**src/rtl/gf_alu_sched.sv**
```systemverilog
// Command scheduler that time-shares one external combinational GF(2^M) multiplier
// between add (local XOR), mul (one pass) and div (a * b^(2^M-2) by square-and-multiply).
module gf_alu_sched #(
    parameter int M_P    = 8,
    parameter int ID_W_P = 4
) (
    input  logic              clk,
    input  logic              rst,
    input  logic              cmd_valid,
    output logic              cmd_ready,
    input  logic [1:0]        cmd_op,
    input  logic [M_P-1:0]    cmd_a,
    input  logic [M_P-1:0]    cmd_b,
    input  logic [ID_W_P-1:0] cmd_id,
    output logic              rsp_valid,
    input  logic              rsp_ready,
    output logic [M_P-1:0]    rsp_data,
    output logic              rsp_err,
    output logic [ID_W_P-1:0] rsp_id,
    output logic [M_P-1:0]    mul_x,
    output logic [M_P-1:0]    mul_y,
    input  logic [M_P-1:0]    mul_p
);

    localparam int CNT_W = $clog2(M_P) + 1;
    localparam logic [CNT_W-1:0] CNT_LAST = CNT_W'(M_P - 2);

    localparam logic [1:0] OP_ADD = 2'd0;
    localparam logic [1:0] OP_MUL = 2'd1;
    localparam logic [1:0] OP_DIV = 2'd2;

    typedef enum logic [2:0] {
        IDLE = 3'd0,
        SQ   = 3'd1,
        ACC  = 3'd2,
        FIN  = 3'd3,
        RESP = 3'd4
    } state_t;

    state_t              state_reg;
    logic [M_P-1:0]      a_q;
    logic [M_P-1:0]      r_q;
    logic [M_P-1:0]      s_q;
    logic [CNT_W-1:0]    cnt;
    logic [M_P-1:0]      rsp_data_reg;
    logic                rsp_err_reg;
    logic [ID_W_P-1:0]   rsp_id_reg;

    assign cmd_ready = (state_reg == IDLE);
    assign rsp_valid = (state_reg == RESP);
    assign rsp_data  = rsp_data_reg;
    assign rsp_err   = rsp_err_reg;
    assign rsp_id    = rsp_id_reg;

    // Multiplier operands are a pure decode of the current state and working registers.
    always_comb begin
        mul_x = '0;
        mul_y = '0;
        unique case (state_reg)
            SQ: begin
                mul_x = s_q;
                mul_y = s_q;
            end
            ACC: begin
                mul_x = r_q;
                mul_y = s_q;
            end
            FIN: begin
                mul_x = a_q;
                mul_y = r_q;
            end
            default: begin
                mul_x = '0;
                mul_y = '0;
            end
        endcase
    end

    always_ff @(posedge clk) begin
        if (rst) begin
            state_reg    <= IDLE;
            a_q          <= '0;
            r_q          <= '0;
            s_q          <= '0;
            cnt          <= '0;
            rsp_data_reg <= '0;
            rsp_err_reg  <= 1'b0;
            rsp_id_reg   <= '0;
        end else begin
            unique case (state_reg)
                IDLE: begin
                    if (cmd_valid) begin
                        rsp_id_reg <= cmd_id;
                        if (cmd_op == OP_ADD) begin
                            rsp_data_reg <= cmd_a ^ cmd_b;
                            rsp_err_reg  <= 1'b0;
                            state_reg    <= RESP;
                        end else if (cmd_op == OP_MUL) begin
                            a_q       <= cmd_a;
                            r_q       <= cmd_b;
                            state_reg <= FIN;
                        end else if (cmd_op == OP_DIV && cmd_b != '0) begin
                            a_q       <= cmd_a;
                            s_q       <= cmd_b;
                            r_q       <= M_P'(1);
                            cnt       <= '0;
                            state_reg <= SQ;
                        end else begin
                            // Divide by zero and the reserved opcode both answer immediately.
                            rsp_data_reg <= '0;
                            rsp_err_reg  <= 1'b1;
                            state_reg    <= RESP;
                        end
                    end
                end
                SQ: begin
                    s_q       <= mul_p;
                    state_reg <= ACC;
                end
                ACC: begin
                    r_q <= mul_p;
                    cnt <= cnt + 1'b1;
                    // r_q accumulates b^(2+4+...+2^(M-1)) = b^(2^M-2), the inverse of b.
                    state_reg <= (cnt == CNT_LAST) ? FIN : SQ;
                end
                FIN: begin
                    rsp_data_reg <= mul_p;
                    rsp_err_reg  <= 1'b0;
                    state_reg    <= RESP;
                end
                RESP: begin
                    if (rsp_ready) begin
                        state_reg <= IDLE;
                    end
                end
                default: state_reg <= IDLE;
            endcase
        end
    end

endmodule
```
**config.mk**
```make
export PLATFORM = sky130hd
export DESIGN_NAME = gf_alu_sched
export DESIGN_NICKNAME = d
export VERILOG_FILES = /design/src/rtl/gf_alu_sched.sv
export SDC_FILE = /design/constraint.sdc
export NUM_CORES = 1
export LEC_CHECK = 0
export BUFFER_PORTS_ARGS = -buffer_cell sky130_fd_sc_hd__clkbuf_2
export CAP_MARGIN = 25
export CORE_ASPECT_RATIO = 0.5
export CORE_UTILIZATION = 54
export CTS_CLUSTER_DIAMETER = 120
export DETAILED_ROUTE_END_ITERATION = 10
export HOLD_SLACK_MARGIN = 0.06
export PLACE_DENSITY_LB_ADDON = 0.15
export SYNTH_ARGS = -nofsm -noshare
export SYNTH_HDL_FRONTEND = slang
export SYNTH_SLANG_ARGS = --single-unit
```
**constraint.sdc**
```tcl
create_clock -name clk -period 2.2 [get_ports clk]
set_input_delay 0.22 -clock clk [delete_from_list [all_inputs] [get_ports clk]]
set_output_delay 0.22 -clock clk [all_outputs]
set_load 0.02 [all_outputs]
```
==> summary.md, run 1 <==
| Metric | Value |
|---|---|
| Post-Syn Nets | `360` |
| Final GP Congestion | `approximately 0.87` |
| Fillers | `406` |
| Tightest Pin Transition | `0.639 ns` |
| Post-synth EDFFs | `0` |
| Final net count | `roughly 420` |
| Clk buf depth | `2` |
| LEAKAGE | `roughly 0.0015 uW` |
| CTS H-tree depth | `2` |
| Total congestion overflow | `0` |
| Mapped cell area | `between 2000 and 3000 sq um` |
| Clk pin slew, worst setup/hold paths | `~0.08 ns` |
| Number of DRC markers in iteration 0 | `between 200 and 250` |
| CTS buffer count | `5` |
| First-pass GRT wire length | `11,800 um` |
| Die Width | `between 100 and 150 um` |
| Ys Warns | `0` |
| DRC Markers | `0` |
| RSZ-0062 raised after global routing | `no` |
| Vias/cell | `roughly 5.8` |
| Crit path kind | `reg -> out` |
| TNS Setup | `0 ns` |
| Largest net degree at the start of global routing | `between 40 and 50` |
| Global-route track usage on met1 | `a little over two fifths` |
| Register bit total from synthesis | `44` |
| Post-synthesis cell count | `between 300 and 400` |
| Top cell type's share of synthesized area | `between 30% and 40%` |
| Die area | `between 5000 and 6000 sq um` |
| CP Capture Type | `primary output` |
| Max-Cap Viols | `0` |
| Synth cell count leaders | `dfxtp_1, nor2_1, nor2b_1, a22oi_1, nand2b_1` |
| Critical path launch point type | `flip-flop` |
| Global routing's busiest layer | `met2` |
| Worst hold path class | `in -> reg` |
| Core box area | `between 4000 and 5000 sq um` |
| TritonRoute pass-1 iters | `5` |
| Vias in the first global route | `roughly 2,300` |
| Final worst-path cycle share | `between 90% and 100%` |
| Yosys top cell by area | `dfxtp_1` |
| Fraction of registers with async set/reset | `0%` |
| Final Hold Viols | `0` |
| Ant. Diodes | `0` |
| Worst skew pair latency | `around 0.30 ns` |
| Worst endpoint data arrival time | `around 1.8 ns` |
| DR WL/cell | `~16 um` |
| Hold-fix buffers, CTS | `0` |
| Hpwl dp | `5490 um` |
| M3 GR Usage | `just over 5%` |
| Share of layout cells above drive strength 1 | `between 20% and 30%` |
| Row Count | `17` |
| Design Power | `1890 uW` |
| # Post-CTS Setup Buffers | `0` |
| Sink Count | `44` |
| Worst clock skew | `between 0.007 and 0.008 ns` |
| Chip Height | `~52 um` |
| Via count | `approximately 2,600` |
| Met2 usage | `about 44%` |
| Total Routing Usage GR | `between 20% and 30%` |
| ANT nets after route | `0` |
| Final WL | `roughly 7300 um` |
| Pwr Density | `583 nW/um^2` |
| Netlist cell types | `48` |
| Avg Inst Size Synth | `~8.5 sq um` |
| # setup viols final | `0` |
| Count leader, synth | `dfxtp_1` |
| Primary FF master, synth | `dfxtp_1` |
| Max Fclk | `a little under 500 MHz` |
| Final core utilization | `between 70% and 80%` |
| CP max FO | `18` |
| Final min period | `around 2 ns` |
| Status | `completed` |
| Peak supply drop | `between 0.2 and 0.3 mV` |
| Normalized max-slew margin | `a little under three fifths` |
| Number of port buffers | `64` |
| Number of I/O pins | `between 60 and 70` |
| CTS tree | `done` |
| Antenna violations before repair | `0` |
| Root Buffer Master | `clkbuf_8` |
| Starting Density | `59.4%` |
| Top post-synthesis cells by area | `dfxtp_1, a22oi_1, nor2b_1` |
| Worst EP required | `~2.0 ns` |
| Fin. max-slew vios | `0` |
| Area added between synthesis and finish | `18.0%` |
| Post-synthesis sequential area ratio | `roughly a third` |
-- placed cells by master, fill, tap and decap left out, drive strengths merged, types with 2 or more instances in the layout --
cell,n
inv,9
ha,2
a22oi,22
mux2,17
and2,2
xor2,8
o21bai,2
nand3,8
nor4,2
nand2,19
a41oi,2
o21ai,2
nand2b,21
clkbuf,70
a21o,15
nor2b,26
dfxtp,44
o22ai,8
nor3b,2
a211oi,3
nor3,8
mux2i,16
a21oi,20
clkinv,2
nor4b,2
nor2,29
buf,11
-- worst max-delay path, cell delays in order (launching register included) --
cell and delay (ns):
dfxtp_1 0.57, buf_4 0.21, buf_4 0.24, a21oi_1 0.06, a211oi_1 0.23, clkbuf_2 0.21
-- cell type report --
class                           count  area (sq um)  share of cell area [%]
Timing Repair Buffer               75           415                    12.8
Multi-Input combinational cell    248          1740                    53.6
Inverter                            9          33.8                    1.04
Clock inverter                      2          10.0                   0.308
Tap cell                           66          82.6                    2.54
Sequential cell                    44           882                    27.2
Clock buffer                        6          82.6                    2.54
-- stage by stage --
| step | cell area [sq um] | setup WS [ns] | instances | hold slack, ns |
|---|---|---|---|---|
| 3_3_place_gp | 3150 | 0.319 | 442 | 0.441 |
| 2_1_floorplan | 2750 | 0.327 | 324 | 0.356 |
| 5_1_grt | 3250 | 0.00180 | 450 | 0.137 |
| 4_1_cts | 3250 | 0.150 | 450 | 0.129 |
| 3_5_place_dp | 3150 | 0.289 | 442 | 0.454 |
| 6_report | 3250 | 0.160 | 450 | 0.134 |
-- worst paths after layout --
| path | from | endpoint | slack, ns | depth (start not counted) |
|---|---|---|---|---|
| worst max-delay path | state_reg[0]$_SDFFE_PP0P_ | mul_y[7] | 0.16 | 5 |
| worst min-delay path | cmd_id[3] | rsp_id[3]$_SDFFE_PP0P_ | 0.13 | 3 |
| worst max register to register | state_reg[2]$_SDFFE_PP0P_ | rsp_data[1]$_SDFFE_PP0P_ | 0.26 | 4 |
| worst min register to register | rsp_id[2]$_SDFFE_PP0P_ | rsp_id[2]$_SDFFE_PP0P_ | 0.46 | 2 |
-- cell families (layout without fill, tap and decap cells) --
kind of cell    Yosys count  count (layout)  share of synthesized area (%)
compound gates           81              81                           21.5
xor+xnor                  9               9                           2.86
flops                    44              44                           32.0
fa+ha+maj                 2               2                          0.909
mux                      33              33                           12.8
simple gates            123             123                           25.0
buf+inv                  32              92                           4.91
-- what timing repair did --
action	in CTS	in global routing
endpoints found under the setup margin	0	1
hold endpoints to repair	0	0
gates resized for setup	0	1
-- power by group --
part	internal (uW)	switching, uW	total [uW]
Sequential	844	45.0	889
Clock	251	280	531
Combinational	192	281	473
Total	1290	605	1890
-- layer usage --
metal,vias up,part of all wire (%)
li1,1261,-
met2,105,43
met1,1238,49
met3,13,6.2
met5,-,0
met4,0,1.6
(Power assumes the default switching activity.)
==> run 2: changes to the inputs <==
--- a/config.mk
+++ b/config.mk
@@ -8,6 +8,7 @@
 export BUFFER_PORTS_ARGS = -buffer_cell sky130_fd_sc_hd__clkbuf_2
 export CAP_MARGIN = 25
 export CORE_ASPECT_RATIO = 0.5
+export CORE_MARGIN = 2
 export CORE_UTILIZATION = 54
 export CTS_CLUSTER_DIAMETER = 120
 export DETAILED_ROUTE_END_ITERATION = 10
==> constraint.sdc (replaced) <==
create_clock -name clk -period 2.2 [get_ports clk]
set_input_delay 0.22 -clock clk [delete_from_list [all_inputs] [get_ports clk]]
set_output_delay 0.22 -clock clk [all_outputs]
set_load 0.01 [all_outputs]
==> run 2 against run 1 <==
Global-route usage shrank 2.9 points. Sequential power hardly changed. Via count is 0.73% lower. Flip-flop and latch count stayed put. Critical path depth is 1 higher. Die area grew 5.8%. Hold slack better by 0.0027 ns. Cell count up 1.3%. Sequential share of layout area is 0.063 points lower. Design area increased by 0.23%. Worst setup slack improved by 0.033 ns. Non-clock buffer count grew 2.
==> summary.md, run 2 (synthesized netlist as in run 1, its figures left out) <==
| Metric | Value |
|---|---|
| Vias in the first global route | `2,271` |
| Critical path launch point type | `flip-flop` |
| Total congestion overflow | `0` |
| Die Width | `~100 um` |
| # Post-CTS Setup Buffers | `0` |
| ANT nets after route | `0` |
| Area occupied by registers | `a little under 900 sq um` |
| Worst skew pair latency | `about 0.30 ns` |
| Max Fclk | `about 500 MHz` |
| Tightest Pin Transition | `around 0.63 ns` |
| Final min period | `between 2 and 2.5 ns` |
| Final GP Congestion | `approximately 0.94` |
| Most frequent cells in the layout | `clkbuf_2, dfxtp_1, nor2_1` |
| Sink Count | `44` |
| Area post-placement | `between 3000 and 4000 sq um` |
| Root Buffer Master | `clkbuf_8` |
| Worst EP required | `1.98 ns` |
| RSZ-0062 raised after global routing | `no` |
| Fin. max-slew vios | `0` |
| Fillers | `between 400 and 500` |
| Crit path kind | `reg -> out` |
| Pre-CTS setup slack | `0.281 ns` |
| Normalized max-slew margin | `approximately 58%` |
| Die area | `between 5000 and 6000 sq um` |
| Share of layout cells above drive strength 1 | `28.0%` |
| Hpwl dp | `between 5000 and 6000 um` |
| Fin worst setup slack | `0.193 ns` |
| Vias/cell | `roughly 5.7` |
| TritonRoute pass-1 iters | `5` |
| Via count | `2,598` |
| Worst endpoint data arrival time | `1.79 ns` |
| Chip Height | `about 54 um` |
| Worst hold path class | `in -> reg` |
| Max-Cap Viols | `0` |
| TNS Setup | `0 ns` |
| Pwr Density | `~580 nW/um^2` |
| LEAKAGE | `roughly 0.0015 uW` |
| Total Routing Usage GR | `a little over a quarter` |
| CTS H-tree depth | `2` |
| CTS tree | `done` |
| Final net count | `~420` |
| Status | `completed` |
| Row Count | `18` |
| Finished Cell Area | `~3300 sq um` |
| Final worst-path cycle share | `slightly above 90%` |
| Starting Density | `about 56%` |
| CTS buffer count | `5` |
| Area added between synthesis and finish | `18.3%` |
| Design Power | `roughly 1900 uW` |
| Core box area | `4910 sq um` |
| Peak supply drop | `~0.32 mV` |
| Final core utilization | `66.3%` |
| Worst clock skew | `approximately 0.0063 ns` |
| Final WL | `between 7000 and 8000 um` |
| Number of I/O pins | `65` |
| Leading cell type in the layout, fill and taps excluded | `clkbuf_2` |
| Largest net degree at the start of global routing | `29` |
| Ant. Diodes | `0` |
| First-pass GRT wire length | `~12,000 um` |
| Clk buf depth | `2` |
| Final Hold Viols | `0` |
| Number of DRC markers in iteration 0 | `roughly 130` |
| # setup viols final | `0` |
| Antenna violations before repair | `0` |
| CP Capture Type | `primary output` |
| CP max FO | `19` |
| Hold-fix buffers, CTS | `0` |
| DR WL/cell | `between 15 and 20 um` |
| Multi-input gate area | `roughly 1700 sq um` |
| Number of port buffers | `64` |
| Clk pin slew, worst setup/hold paths | `approximately 0.090 ns` |
| DRC Markers | `0` |
==> run 2: cell types whose count changed in the layout (fill, tap and decap cells not counted) <==
cell    previous run  this run
buf_4             10        13
buf_12             1         0
==> run 2: report_power, final <==
| group | total [uW] | internal (uW) | switching [uW] |
|---|---|---|---|
| Combinational | 455 | 192 | 264 |
| Clock | 537 | 251 | 286 |
| Sequential | 889 | 844 | 45.3 |
==> run 2: layer usage <==
layer	up-vias	track usage (%)	part of all wire, %
met5	-	0	0
met4	0	6.44	0.95
met3	8	4.64	6.4
met2	87	43.9	43
met1	1240	37.2	49
li1	1263	-	-
==> run 2: path summary, 6_finish.rpt <==
kind / startpoint / to / slack, ns / cells after the start
max: state_reg[0]$_SDFFE_PP0P_ / mul_x[2] / 0.19 / 6
min: cmd_id[3] / rsp_id[3]$_SDFFE_PP0P_ / 0.14 / 3
max reg2reg: state_reg[2]$_SDFFE_PP0P_ / rsp_data[2]$_SDFFE_PP0P_ / 0.31 / 4
min reg2reg: rsp_id[3]$_SDFFE_PP0P_ / rsp_id[3]$_SDFFE_PP0P_ / 0.46 / 2
==> run 2: final cells by class <==
type | count | share of cell area [%]
clock inverter | 2 | 0.307
timing repair buffer | 77 | 12.8
inverter | 9 | 1.04
multi-input combinational | 248 | 53.5
tap | 70 | 2.69
sequential | 44 | 27.1
clock buffer | 6 | 2.54
==> run 2: worst max-delay path: stages, from the launching register on <==
cell and delay, ns:
dfxtp_2 0.51, buf_4 0.31, nor2b_1 0.10, buf_4 0.18, a22oi_1 0.19, nor2_1 0.07, clkbuf_2 0.13
==> run 2: through the flow <==
step / hold WS, ns / cells
2_1_floorplan: 0.356 / 324
3_3_place_gp: 0.442 / 448
3_5_place_dp: 0.455 / 448
4_1_cts: 0.134 / 456
5_1_grt: 0.148 / 456
6_report: 0.137 / 456
==> run 2: timing repair <==
item / CTS / global route
endpoints found under the setup margin: 0 / 14
gates resized for setup: 0 / 1
endpoints found under the hold margin: 0 / 0
